## config.mk

```make
export PLATFORM = sky130hd
export DESIGN_NAME = lfsr_share_ctrl
export DESIGN_NICKNAME = d
export VERILOG_FILES = /design/src/rtl/lfsr_share_pkg.sv /design/src/rtl/lfsr5_step_core.sv /design/src/rtl/lfsr_share_ctrl.sv
export SDC_FILE = /design/constraint.sdc
export NUM_CORES = 1
export LEC_CHECK = 0
export BUFFER_PORTS_ARGS = -buffer_cell sky130_fd_sc_hd__clkbuf_2
export CORE_MARGIN = 3
export CORE_UTILIZATION = 50
export DETAILED_ROUTE_END_ITERATION = 8
export PLACE_DENSITY = 0.8
export SLEW_MARGIN = 20
export SYNTH_ARGS = -nofsm -noshare
export SYNTH_HDL_FRONTEND = slang
export SYNTH_SLANG_ARGS = --single-unit
```

## constraint.sdc

```tcl
create_clock -name clk -period 4.2 [get_ports clk]
set_input_delay 0.42 -clock clk [delete_from_list [all_inputs] [get_ports clk]]
set_output_delay 0.42 -clock clk [all_outputs]
set_load 0.1 [all_outputs]
```

## src/rtl/lfsr_share_pkg.sv

```systemverilog
// Shared definitions for the shared-LFSR controller.
//   state_t    : controller FSM encoding (IDLE/RUN/RESP)
//   LFSR_W     : LFSR width (5)
//   TAP        : bit position that receives the feedback XOR
//   lfsr_step  : one advance of the 5-bit internal-XOR LFSR
package lfsr_share_pkg;

    localparam int LFSR_W = 5;
    localparam int TAP    = 2;

    typedef enum logic [1:0] {
        IDLE = 2'd0,
        RUN  = 2'd1,
        RESP = 2'd2
    } state_t;

    // s0'=s4, s1'=s0, s2'=s1^s4, s3'=s2, s4'=s3
    function automatic logic [LFSR_W-1:0] lfsr_step(input logic [LFSR_W-1:0] s);
        logic [LFSR_W-1:0] n;
        n      = {s[LFSR_W-2:0], s[LFSR_W-1]};
        n[TAP] = s[TAP-1] ^ s[LFSR_W-1];
        return n;
    endfunction

endpackage

```

## src/rtl/lfsr5_step_core.sv

```systemverilog
// 5-bit internal-XOR LFSR register.
//   clk, rst  : clock, synchronous active-high reset (state <= SEED)
//   load      : load load_val (has priority over en)
//   load_val  : value to load
//   en        : advance one step
//   q         : current LFSR state
module lfsr5_step_core
    import lfsr_share_pkg::*;
#(
    parameter logic [LFSR_W-1:0] SEED = 5'h01
) (
    input  logic              clk,
    input  logic              rst,
    input  logic              load,
    input  logic [LFSR_W-1:0] load_val,
    input  logic              en,
    output logic [LFSR_W-1:0] q
);

    always_ff @(posedge clk) begin
        if (rst)       q <= SEED;
        else if (load) q <= load_val;
        else if (en)   q <= lfsr_step(q);
    end

endmodule

```

## src/rtl/lfsr_share_ctrl.sv

```systemverilog
// Round-robin controller sharing one 5-bit LFSR between NREQ requesters.
// One transaction at a time: grant, step the LFSR STEPS times, return the
// state with the requester index. Seeds load only while idle.
// Ports:
//   clk, rst    : clock, synchronous active-high reset
//   req         : level requests, held until own rsp_valid
//   gnt         : one-hot grant held for the whole transaction
//   rsp_valid   : one-cycle response strobe; rsp_data / rsp_id hold otherwise
//   rsp_data    : LFSR state after STEPS advances
//   rsp_id      : index of the served requester
//   seed_we     : seed load strobe (only honoured when seed_ready)
//   seed_in     : seed value
//   seed_ready  : high only in IDLE
//   zero_err    : sticky all-zero detect
// Optional feature: define LFSR_SHARE_ZERO_GUARD_EN to reseed with SEED on
// a zero seed or a zero LFSR state; otherwise zero_err is tied low.
module lfsr_share_ctrl
    import lfsr_share_pkg::*;
#(
    parameter int                NREQ  = 4,
    parameter int                STEPS = 5,
    parameter logic [LFSR_W-1:0] SEED  = 5'h01,
    localparam int               IDW   = (NREQ > 1) ? $clog2(NREQ) : 1
) (
    input  logic              clk,
    input  logic              rst,
    input  logic [NREQ-1:0]   req,
    output logic [NREQ-1:0]   gnt,
    output logic              rsp_valid,
    output logic [LFSR_W-1:0] rsp_data,
    output logic [IDW-1:0]    rsp_id,
    input  logic              seed_we,
    input  logic [LFSR_W-1:0] seed_in,
    output logic              seed_ready,
    output logic              zero_err
);

    localparam int CW = $clog2(STEPS + 1);

    state_t            state;
    logic [IDW-1:0]    rr;
    logic [IDW-1:0]    cur;
    logic [CW-1:0]     cnt;
    logic [LFSR_W-1:0] lfsr;
    logic [LFSR_W-1:0] lfsr_nxt;
    logic [LFSR_W-1:0] lfsr_val;
    logic              lfsr_load;
    logic              lfsr_en;
    logic              pick_any;
    logic [IDW-1:0]    pick_idx;

    assign seed_ready = (state == IDLE);

    // Round-robin pick: scan downward so the lowest offset from rr wins.
    always_comb begin
        pick_any = 1'b0;
        pick_idx = '0;
        for (int k = NREQ - 1; k >= 0; k--) begin
            if (req[(int'(rr) + k) % NREQ]) begin
                pick_any = 1'b1;
                pick_idx = IDW'((int'(rr) + k) % NREQ);
            end
        end
    end

`ifdef LFSR_SHARE_ZERO_GUARD_EN
    logic zero_fix;
    always_comb begin
        zero_fix = (state == IDLE && seed_we && seed_in == '0) ||
                   (((state == IDLE && !seed_we) || state == RUN) && lfsr == '0);
    end
`endif

    // LFSR control, plus a local copy of the value the core will hold
    // after this edge so the response captures the final step directly.
    always_comb begin
        lfsr_load = (state == IDLE) && seed_we;
        lfsr_val  = seed_in;
        lfsr_en   = (state == RUN);
`ifdef LFSR_SHARE_ZERO_GUARD_EN
        if (zero_fix) begin
            lfsr_load = 1'b1;
            lfsr_val  = SEED;
        end
`endif
        if (lfsr_load)    lfsr_nxt = lfsr_val;
        else if (lfsr_en) lfsr_nxt = lfsr_step(lfsr);
        else              lfsr_nxt = lfsr;
    end

    lfsr5_step_core #(.SEED(SEED)) u_core (
        .clk      (clk),
        .rst      (rst),
        .load     (lfsr_load),
        .load_val (lfsr_val),
        .en       (lfsr_en),
        .q        (lfsr)
    );

    always_ff @(posedge clk) begin
        if (rst) begin
            state     <= IDLE;
            gnt       <= '0;
            rsp_valid <= 1'b0;
            rsp_data  <= '0;
            rsp_id    <= '0;
            rr        <= '0;
            cur       <= '0;
            cnt       <= '0;
        end else begin
            case (state)
                IDLE: begin
                    // a seed load blocks granting in the same cycle
                    if (!seed_we && pick_any) begin
                        gnt   <= NREQ'(1) << pick_idx;
                        cur   <= pick_idx;
                        cnt   <= CW'(STEPS);
                        state <= RUN;
                    end
                end
                RUN: begin
                    cnt <= cnt - 1'b1;
                    if (cnt == CW'(1)) begin
                        state     <= RESP;
                        rsp_valid <= 1'b1;
                        rsp_data  <= lfsr_nxt;
                        rsp_id    <= cur;
                    end
                end
                RESP: begin
                    rsp_valid <= 1'b0;
                    gnt       <= '0;
                    rr        <= (cur == IDW'(NREQ - 1)) ? '0 : cur + 1'b1;
                    state     <= IDLE;
                end
                default: state <= IDLE;
            endcase
        end
    end

`ifdef LFSR_SHARE_ZERO_GUARD_EN
    always_ff @(posedge clk) begin
        if (rst)           zero_err <= 1'b0;
        else if (zero_fix) zero_err <= 1'b1;
    end
`else
    assign zero_err = 1'b0;
`endif

endmodule

```

==> impl_results.md, run 1 <==
- Antenna Cells: 0
- Cell leakage power: 0.576 nW
- TNS Setup: 0 ps
- Final Worst Setup Slack: 2470 ps
- Mapped Cells: 140
- Maximum vdd drop: 0.000335 V
- Register bit total from synthesis: 26
- Most used DFF post-synth: dfxtp_1
- Routed vias/inst: about 5.6
- FP Rows: 17
- Largest net degree at the start of global routing: 30
- Synth cell types: 39
- Clk slew on worst S/H paths: around 140 ps
- Crit end category: output port
- Die H: roughly 55 um
- Die W: 54.9 um
- Fin crit period: 1730 ps
- Htree depth: 1
- Final core occ: 0.607
- Least-Margin Pin Slew: 586 ps
- Synth-to-layout area growth: 13.2%
- DR WL/cell: 12.9 um
- Num CTS Buffers: 3
- Syn avg cell area: 8.55 um^2
- Status: completed
- Root Driver: clkbuf_4
- Post-CTS Repair Setup Buffers: 0
- Tightest Hold Check Type: input port to flip-flop
- Crit Path Max Fanout: 7
- Final Net Count: 174
- Reg2Reg Depth: 4
- GP Congestion: 0.726
- Yosys warns: 0
- Synth async-reset ratio: 0
- Seq/Total Area, Yosys: 0.435
- Number of global-route vias before repair: 908
- Initial DRC Count: 11
- Initial core utilization: 0.536
- # fillers: roughly 200
- I/O Buffers: 24
- CP Launch Type: flip-flop
- Post-DRT Antenna Nets: 0
- Reg area: 520 um^2
- CP Class: flip-flop to output port
- Clk Latency, worst-skew pair: ~330 ps
- First-pass GRT wire length: 3880 um
- Synthesized area: 1200 um^2
- Die Footprint: around 3000 um^2
- Setup-failing EPs final: 0
- Clock Tree Buf Depth: 2
- Slew headroom: 0.606
- Commonest non-fill, non-tap cell in the layout: nand2_1
- Final Hold Viols: 0
- Area of the multi-input gates: 619 um^2
- Data required, critical path: around 3800 ps
- Num ports: 26
- Max Fclk: around 580 MHz
- Number of synthesized flops with an enable pin: 0
- DRT Wirelength: between 2000 and 2500 um
- Hold_buf cts: 0
- RSZ-0062 raised after global routing: no
- Max-slew violation count: 0
- Arrival time at the worst endpoint: 1310 ps
- Most frequent cells in the layout: 27 x nand2_1, 26 x dfxtp_1, 24 x clkbuf_2
- CTS tree: yes
- DP HPWL: between 1500 and 2000 um
- Total track usage: 0.182
- Grt ovf: 0
- Via count: approximately 1,000
- Syn nets: 155
- PwrDens: between 400 and 500 nW/um^2
- Final cell count without fillers: 186
- MaxCap Viol Count: 0
- DP Cell Count: 182
- CTS resizes: 0
- Ratio of cells with drive above 1 in the final layout: 0.234
- Drt first pass iters: 4
- Period Utilization, post-route: 0.411
- Total Power: around 0.57 mW
- Post-Route Skew: 8.93 ps
- Initial antenna violation count: 0
- CORE AREA: roughly 2200 um^2
- Placement Setup Slack: 2540 ps
- Number of remaining DRC errors: 0
- Clock sinks: 26
- WHS Path Cells: 3
## final cells by class
type / count / share of cell area
repair buffers: 24 / 0.0886
inverters: 2 / 0.00554
clock inverters: 1 / 0.0222
clock buffers: 3 / 0.0166
well taps: 28 / 0.0259
multi-input cells: 102 / 0.457
flip-flops and latches: 26 / 0.384
## worst max-delay path, stage by stage, from the launching register on
cell and delay (ps):
dfxtp_1 380, nor2_1 130, clkbuf_2 460
## worst paths after layout
path | to | from | slack (ps)
setup / recovery | seed_ready | state[0] | 2470
hold / removal | u_core.q[3] | seed_in[3] | 350
setup reg to reg | rsp_data[2] | state[0] | 2650
hold reg to reg | rsp_data[4] | rsp_data[4] | 470
## power by group
| group | internal (mW) | switching [mW] | total [mW] |
|---|---|---|---|
| combinational | 0.0353 | 0.0866 | 0.122 |
| sequential | 0.263 | 0.0132 | 0.276 |
| clock | 0.0967 | 0.0739 | 0.171 |
| total | 0.395 | 0.174 | 0.568 |
## per-stage QoR
step / instance area [um^2] / hold WS, ps
2_1_floorplan: 1200 / 445
3_3_place_gp: 1300 / 442
3_5_place_dp: 1300 / 449
4_1_cts: 1360 / 348
5_1_grt: 1360 / 322
6_report: 1360 / 350
## Yosys cell counts, types with 2 or more instances
library cell / n / share of area
dfxtp_1: 26 / 0.43
nand2_1: 27 / 0.085
clkbuf_1: 6 / 0.019
and4b_1: 2 / 0.017
nand2b_1: 3 / 0.016
ha_1: 3 / 0.031
o41ai_2: 2 / 0.027
nand4b_1: 2 / 0.015
a311oi_1: 3 / 0.022
nor3_1: 2 / 0.0084
nor2_1: 14 / 0.044
a21boi_0: 2 / 0.013
a31oi_1: 3 / 0.016
or2_2: 2 / 0.010
nor2b_1: 2 / 0.010
a21oi_1: 13 / 0.054
inv_1: 2 / 0.0063
nor4_1: 2 / 0.010
o21a_1: 2 / 0.013
mux2i_1: 3 / 0.025
## sequential cells by signal, indices dropped and copies added, names as in the netlist
| name | cells |
|---|---|
| cnt | 3 |
| cur | 2 |
| gnt | 4 |
| rr | 2 |
| rsp_data | 5 |
| rsp_id | 2 |
| rsp_valid | 1 |
| state | 2 |
| u_core.q | 5 |
## metal layers
layer  share of wire  track usage
met2            0.50        0.331
met5               0            0
met4          0.0071       0.0526
met3           0.049       0.0563
met1            0.44        0.202
## logic make-up after synthesis
kind of cell | Yosys count | share of synthesized area
muxes | 4 | 0.0345
adders and majority gates | 3 | 0.0314
and+or+nand+nor | 60 | 0.243
other | 1 | 0.00313
xor gates and xnor gates | 1 | 0.00732
buffers and inverters | 12 | 0.0481
DFF | 26 | 0.435
AOI/OAI and AO/OA | 33 | 0.197
Note: power is estimated with default switching activity, not from simulation.
==> run 2, diff against run 1 <==
--- a/config.mk
+++ b/config.mk
@@ -7,9 +7,9 @@
 export LEC_CHECK = 0
 export BUFFER_PORTS_ARGS = -buffer_cell sky130_fd_sc_hd__clkbuf_2
 export CORE_MARGIN = 3
-export CORE_UTILIZATION = 50
+export CORE_UTILIZATION = 47
 export DETAILED_ROUTE_END_ITERATION = 8
-export PLACE_DENSITY = 0.8
+export PLACE_DENSITY = 0.79
 export SLEW_MARGIN = 20
 export SYNTH_ARGS = -nofsm -noshare
 export SYNTH_HDL_FRONTEND = slang
==> constraint.sdc (replaced) <==
create_clock -name clk -period 1.4 [get_ports clk]
set_input_delay 0.14 -clock clk [delete_from_list [all_inputs] [get_ports clk]]
set_output_delay 0.14 -clock clk [all_outputs]
set_load 0.1 [all_outputs]
==> run 2 against run 1 <==
Compared with the run above:
- the run now ends with negative setup slack left
- combinational power rose to 3.7 times the previous value
- clock power rose to 3.0 times the previous value
- non-clock buffer count rose by 18
- core utilization increased by 6.2 points
- sequential power grew to 3.0 times the previous value
- sequential share of layout area shrank 4.2 points
- routed wire length up 17%
- cell count is 10% higher
- flip-flop and latch count unchanged
- register-to-register slack worse by 2700 ps
- critical endpoint is now gnt[3]
- die area up 5.7%
- worst hold slack got worse by 270 ps
==> impl_results.md, run 2 (same netlist as run 1, synthesis figures left out) <==
- Synth-to-layout area growth: 29.5%
- Tightest Hold Check Type: input port to flip-flop
- Number of remaining DRC errors: 0 (unchanged)
- Ratio of cells with drive above 1 in the final layout: 0.367 (+0.133)
- Period Utilization, post-route: 1.00
- Htree depth: 1 (unchanged)
- Root Driver: clkbuf_4
- Gr busiest metal: met2
- DP HPWL: 1960 um (+14%)
- Most frequent cells in the layout: 27 x nand2_1, 23 x clkbuf_2, 22 x dfxtp_1
- Cell leakage power: 0.682 nW (+18%)
- Clock Tree Buf Depth: 2 (unchanged)
- DP Cell Count: 197 (+8.2%)
- Max-slew violation count: 0 (unchanged)
- First-pass GRT wire length: 4600 um (+18%)
- Cells along the critical path: or4_4 -> and4b_1 -> a31o_2
- Commonest non-fill, non-tap cell in the layout: nand2_1
- Antenna Cells: 0 (unchanged)
- Crit Path Max Fanout: 6 (-1)
- Total track usage: 0.176 (-0.00617)
- Die H: 56.5 um (+2.8%)
- R2R Path Start: state[0]
- TNS Setup: -3.37 ps (-3.37 ps)
- Die Footprint: 3190 um^2 (+5.7%)
- CP max stage delay: 520 ps (+60 ps)
- CP Launch Type: flip-flop
- M2 GR Usage: 0.320 (-0.0106)
- CORE AREA: 2320 um^2 (+3.8%)
- CP Class: flip-flop to flip-flop
- I/O Buffers: 24 (unchanged)
- # fillers: 183 (-9.9%)
- Post-Route Skew: 2.95 ps (-5.98 ps)
- RSZ-0062 raised after global routing: yes
- DRT Wirelength: 2800 um (+17%)
- WHS: 78.8 ps (-271 ps)
- Least-Margin Pin Slew: 548 ps (-38.8 ps)
- Final Worst Setup Slack: -3.37 ps (-2480 ps)
- GP Congestion: 0.750 (+3.4%)
- Arrival time at the worst endpoint: 1640 ps (+330 ps)
- Die W: 56.5 um (+2.8%)
- Final Hold Viols: 0 (unchanged)
- Clk slew on worst S/H paths: 140 ps (about the same)
- Failing checks: negative setup slack
- Drt first pass iters: 4 (unchanged)
- Setup-failing EPs final: 1 (+1)
- Data required, critical path: 1630 ps (-2150 ps)
- DR WL/cell: 13.7 um (+6.2%)
- Final cell count without fillers: 205 (+10%)
- Hold_buf cts: 0 (unchanged)
- FP Rows: 17 (unchanged)
- Num CTS Buffers: 3 (unchanged)
- Worst Setup SP: state[0]
- Routed vias/inst: 5.43 (-2.2%)
- Met1 GRT Util: 0.202 (+0.000260)
- Crit end category: flip-flop
- Largest net degree at the start of global routing: 20 (-33%)
- Total Power: 1.80 mW (+220%)
- Number of global-route vias before repair: 1,125 (+24%)
- Status: complete, but fails checks
- Maximum vdd drop: 0.000907 V (+170%)
- MaxCap Viol Count: 0 (unchanged)
- Initial DRC Count: 41 (+30)
- Initial core utilization: 0.516 (-0.0197)
- Post-DRT Antenna Nets: 0 (unchanged)
- Placement Setup Slack: -78.1 ps (-2620 ps)
- Fin crit period: 1400 ps
- Initial antenna violation count: 0 (unchanged)
- Final Net Count: 193 (+11%)
- Num ports: 26 (unchanged)
- Grt ovf: 0 (unchanged)
- PwrDens: 1160 nW/um^2 (+180%)
- Max Fclk: 713 MHz
- Global routing usage on met3: 0.0207 (-0.0356)
- Clk Latency, worst-skew pair: 320 ps (about the same)
- CTS tree: yes
- Largest regs: rsp_data x5, u_core.q x5, gnt x4
- CP max stage cell: or4_4
- Slew headroom: 0.637 (+0.0310)
- Via count: 1,114 (+7.8%)
- Worst hold start: seed_in[1]
- Clock sinks: 26 (unchanged)
-- run 2: final cells by class --
type,instances,area [um^2],share of cell area
clock buffer,3,22.5,0.0145
sequential,26,531,0.342
inverter,2,7.51,0.00484
multi-input combinational,103,659,0.425
tap,28,35.0,0.0226
timing repair buffer,42,265,0.171
clock inverter,1,30.0,0.0194
-- run 2: what timing repair did --
action                                  in CTS  in global routing
cloned                                       0                  1
buffers inserted                             1                  2
gates resized for setup                      2                 12
endpoints found under the setup margin      10                 13
hold endpoints to repair                     0                  0
pin swaps                                    1                  2
-- run 2: stage by stage --
step | instance area, um^2 | utilization
floorplan | 1200 | -
global placement | 1420 | 0.614
detailed placement | 1420 | 0.614
CTS | 1490 | 0.641
global route | 1550 | 0.669
finish | 1550 | 0.669
-- run 2: final timing paths --
path                                     to  slack (ps)  cells past startpoint
worst min register to register  rsp_data[4]         470                      2
worst max register to register       gnt[3]          -3                      3
worst min-delay path            u_core.q[1]          80                      3
worst max-delay path                 gnt[3]          -3                      3
-- run 2: per-layer routing --
metal,wire (um),part of all wire
met2,1470,0.53
met3,78,0.028
met5,0,0
met4,6,0.0021
met1,1240,0.44
-- run 2: critical path: cells and delay by family (launching register included) --
family	cells	cell delay [ps]
AOI/OAI and AO/OA	1	210
and+or+nand+nor	2	720
DFF	1	380
-- run 2: report_power, final --
part | internal (mW) | switching, mW
Combinational | 0.167 | 0.286
Sequential | 0.786 | 0.0418
Clock | 0.289 | 0.227
Total | 1.24 | 0.554
==> run 3, diff against run 2 <==
--- a/config.mk
+++ b/config.mk
@@ -5,11 +5,12 @@
 export SDC_FILE = /design/constraint.sdc
 export NUM_CORES = 1
 export LEC_CHECK = 0
+export ABC_AREA = 1
 export BUFFER_PORTS_ARGS = -buffer_cell sky130_fd_sc_hd__clkbuf_2
 export CORE_MARGIN = 3
-export CORE_UTILIZATION = 47
+export CORE_UTILIZATION = 48
 export DETAILED_ROUTE_END_ITERATION = 8
-export PLACE_DENSITY = 0.79
+export PLACE_DENSITY = 0.8
 export SLEW_MARGIN = 20
 export SYNTH_ARGS = -nofsm -noshare
 export SYNTH_HDL_FRONTEND = slang
==> run 3 against run 2 <==
Compared with the run above:
- the run still ends with negative setup slack left
- die area increased by 6.3%
- sequential share of layout area decreased by 4.8 points
- clock power decreased by 1%
- critical path depth increased by 10
- routed wire length increased by 12%
- global-route usage increased by 0.56 points
- critical path type unchanged
- largest cell class unchanged
- largest power group unchanged
- highest routed layer unchanged
==> impl_results.md, run 3 <==
- Via count: 1,297 (+16%)
- Mapped Cells: 188 (+34%)
- Fin crit period: 1510 ps (+109 ps)
- Largest regs: rsp_data x5, u_core.q x5, gnt x4
- Dominant cell by count in the synthesized netlist: nand2_1
- Period Utilization, post-route: 1.08 (+0.0777)
- Post-synth top area share: 0.398 (-0.0370)
- Root Driver: clkbuf_4
- Synth-to-layout area growth: 36.7%
- Die H: 58.2 um (+3.1%)
- Initial antenna violation count: 0 (unchanged)
- Ratio of cells with drive above 1 in the final layout: 0.395 (+0.0274)
- Leading post-synthesis cells by cell area: dfxtp_1 40%, nand2_1 13%, a21oi_1 6.9%
- Hold EP: rsp_data[0]
- WHS: 133 ps (+53.9 ps)
- FF-to-FF setup slack: -110 ps (-110 ps)
- Antenna Cells: 0 (unchanged)
- CP Class: flip-flop to flip-flop
- CP Launch Type: flip-flop
- Largest net degree at the start of global routing: 16 (-20%)
- CORE AREA: 2540 um^2 (+9.8%)
- Initial core utilization: 0.514 (-0.00220)
- Max Fclk: 661 MHz (-7.2%)
- Final Worst Setup Slack: -112 ps (-109 ps)
- DP HPWL: 2090 um (+6.7%)
- Initial DRC Count: 99 (+140%)
- Most frequent cells in the layout: 26 x nand2_1, 23 x inv_1, 23 x dfxtp_1, 23 x clkbuf_2, 15 x a21oi_1
- Drt first pass iters: 4 (unchanged)
- Reg2Reg Depth: 13 (+10)
- Number of synthesized flops with an enable pin: 0 (unchanged)
- Maximum vdd drop: 0.000879 V (-3.1%)
- DRT Wirelength: 3150 um (+12%)
- Die Footprint: 3390 um^2 (+6.3%)
- Final Hold Viols: 0 (unchanged)
- Clk slew on worst S/H paths: 140 ps (about the same)
- Max-slew violation count: 0 (unchanged)
- FP Rows: 18 (+1)
- Htree depth: 1 (unchanged)
- Die W: 58.2 um (+3.1%)
- R2R Path Start: rr[0]
- Slew headroom: 0.639 (+0.00214)
- Crit Reg-Reg Endpoint: cnt[0]
- Area of the multi-input gates: 802 um^2 (+22%)
- PwrDens: 1150 nW/um^2 (-1.0%)
- Number of remaining DRC errors: 0 (unchanged)
- Clock sinks: 26 (unchanged)
- DR WL/cell: 12.5 um (-8.9%)
- Most used DFF post-synth: dfxtp_1
- Tightest Hold Check Type: input port to flip-flop
- Post-synth top cells: 45 x nand2_1, 26 x dfxtp_1, 23 x inv_1
- Final core occ: 0.703 (+0.0344)
- RSZ-0062 raised after global routing: yes
- Total track usage: 0.181 (+0.00558)
- Most area-hungry cell type in the Yosys netlist: dfxtp_1
- Data required, critical path: 1640 ps (about the same)
- Post-DRT Antenna Nets: 0 (unchanged)
- Post-DP Area: 1560 um^2 (+9.8%)
- # fillers: 218 (+19%)
- Commonest non-fill, non-tap cell in the layout: nand2_1
- Arrival time at the worst endpoint: 1750 ps (+110 ps)
- Failing checks: negative setup slack
- Num CTS Buffers: 3 (unchanged)
- Crit end category: flip-flop
- Status: complete, but fails checks
- WHS Path Cells: 3 (unchanged)
- Post-Route Skew: 3.53 ps (+0.574 ps)
- Routed vias/inst: 5.13 (-5.7%)
- Seq/Total Area, Yosys: 0.398 (-0.0370)
- MaxCap Viol Count: 0 (unchanged)
- Cell leakage power: 0.880 nW (+29%)
- Num ports: 26 (unchanged)
- CTS tree: yes
- Syn nets: 203 (+31%)
- I/O Buffers: 24 (unchanged)
- Worst Setup SP: rr[0]
- Setup-failing EPs final: 10 (+9)
- Grt ovf: 0 (unchanged)
- First-pass GRT wire length: 4860 um (+5.5%)
- Synth async-reset ratio: 0 (unchanged)
- Least-Margin Pin Slew: 544 ps (-3.22 ps)
- Reg area: 527 um^2 (-0.71%)
- Post-route cell area: 1790 um^2 (+15%)
- Synthesized area: 1310 um^2 (+9.3%)
- GP Congestion: 0.923 (+23%)
- Syn avg cell area: 6.96 um^2 (-19%)
- Yosys warns: 0 (unchanged)
- Clock Tree Buf Depth: 2 (unchanged)
- Synth cell types: 28 (-28%)
- Number of global-route vias before repair: 1,201 (+6.8%)
- Register bit total from synthesis: 26 (unchanged)
- Hold_buf cts: 0 (unchanged)
- Crit Path Max Fanout: 8 (+2)
- Worst hold start: seed_in[0]
- Clk Latency, worst-skew pair: 320 ps (about the same)
- Final Net Count: 239 (+24%)
[run 3: cell types whose count changed in the layout (fill, tap and decap cells not counted), sizes merged, moves of 3 or more]
cell | before | now
inv | 2 | 26
nand2 | 27 | 48
o21ai | 1 | 16
nand3 | 1 | 15
buf | 19 | 12
a21oi | 13 | 19
a311oi | 3 | 0
a31oi | 3 | 0
nand2b | 3 | 0
nor2 | 14 | 17
[run 3: through the flow]
stage	instances	power (mW)	setup WS, ps	setup TNS (ps)
finish	253	2.05	-112	-718
global route	253	2.17	-213	-2040
CTS	252	2.02	-61.8	-253
detailed placement	247	1.49	-72.9	-378
global placement	247	1.48	-48.4	-195
floorplan	188	1.34	-122	-671
[run 3: logic make-up (layout without fill, tap and decap cells)]
kind of cell	count (synthesis)	count (layout)	share of synthesized area
XOR/XNOR	2	2	0.0134
AO/OA/AOI/OAI	38	38	0.154
flip-flops	26	26	0.398
adder cells (fa/ha/maj)	3	3	0.0287
other	1	1	0.00287
multiplexers	3	3	0.0229
buffers and inverters	32	67	0.107
AND/OR/NAND/NOR	83	83	0.273
[run 3: worst max-delay path by stage]
| stage | to |
|---|---|
| after floorplan | u_core.q[1] |
| after global placement | cnt[0] |
| after detailed placement | cnt[0] |
| after CTS | cnt[0] |
| after global routing | cnt[0] |
| final | cnt[0] |
[run 3: what timing repair did]
| action | 4_1_cts | 5_1_grt |
|---|---|---|
| gates resized for setup | 10 | 35 |
| pin swaps | 2 | 8 |
| endpoints found under the hold margin | 0 | 0 |
| cloned | 0 | 1 |
| setup buffers | 1 | 0 |
| setup endpoints to repair | 10 | 20 |
[run 3: area by class of cell]
class / count / area share
multi-input cells: 130 / 0.448
repair buffers: 36 / 0.143
clock buffers: 3 / 0.0126
inverters: 27 / 0.0643
flip-flops and latches: 26 / 0.294
well taps: 30 / 0.0210
clock inverters: 1 / 0.0168
[run 3: critical path, cell delays in order (launching register included)]
cell,delay (ps)
dfxtp_4,390
buf_12,130
inv_8,70
nand2_2,70
nand3_2,90
nand2_2,80
nor2_2,110
nand2_2,70
nand2_4,130
inv_6,60
nor2_4,80
nand2_1,50
nand3_1,60
inv_1,40
[run 3: report_power, final]
part / leakage [nW] / switching [mW] / internal, mW
clock network: 0.0279 / 0.221 / 0.290
registers: 0.214 / 0.0467 / 0.807
logic: 0.637 / 0.477 / 0.212
[run 3: layer usage]
metal	routed length (um)	part of all wire	track usage
met3	108	0.034	0.0356
met4	36	0.011	0.0563
met2	1620	0.51	0.316
met1	1390	0.44	0.224
met5	0	0	0
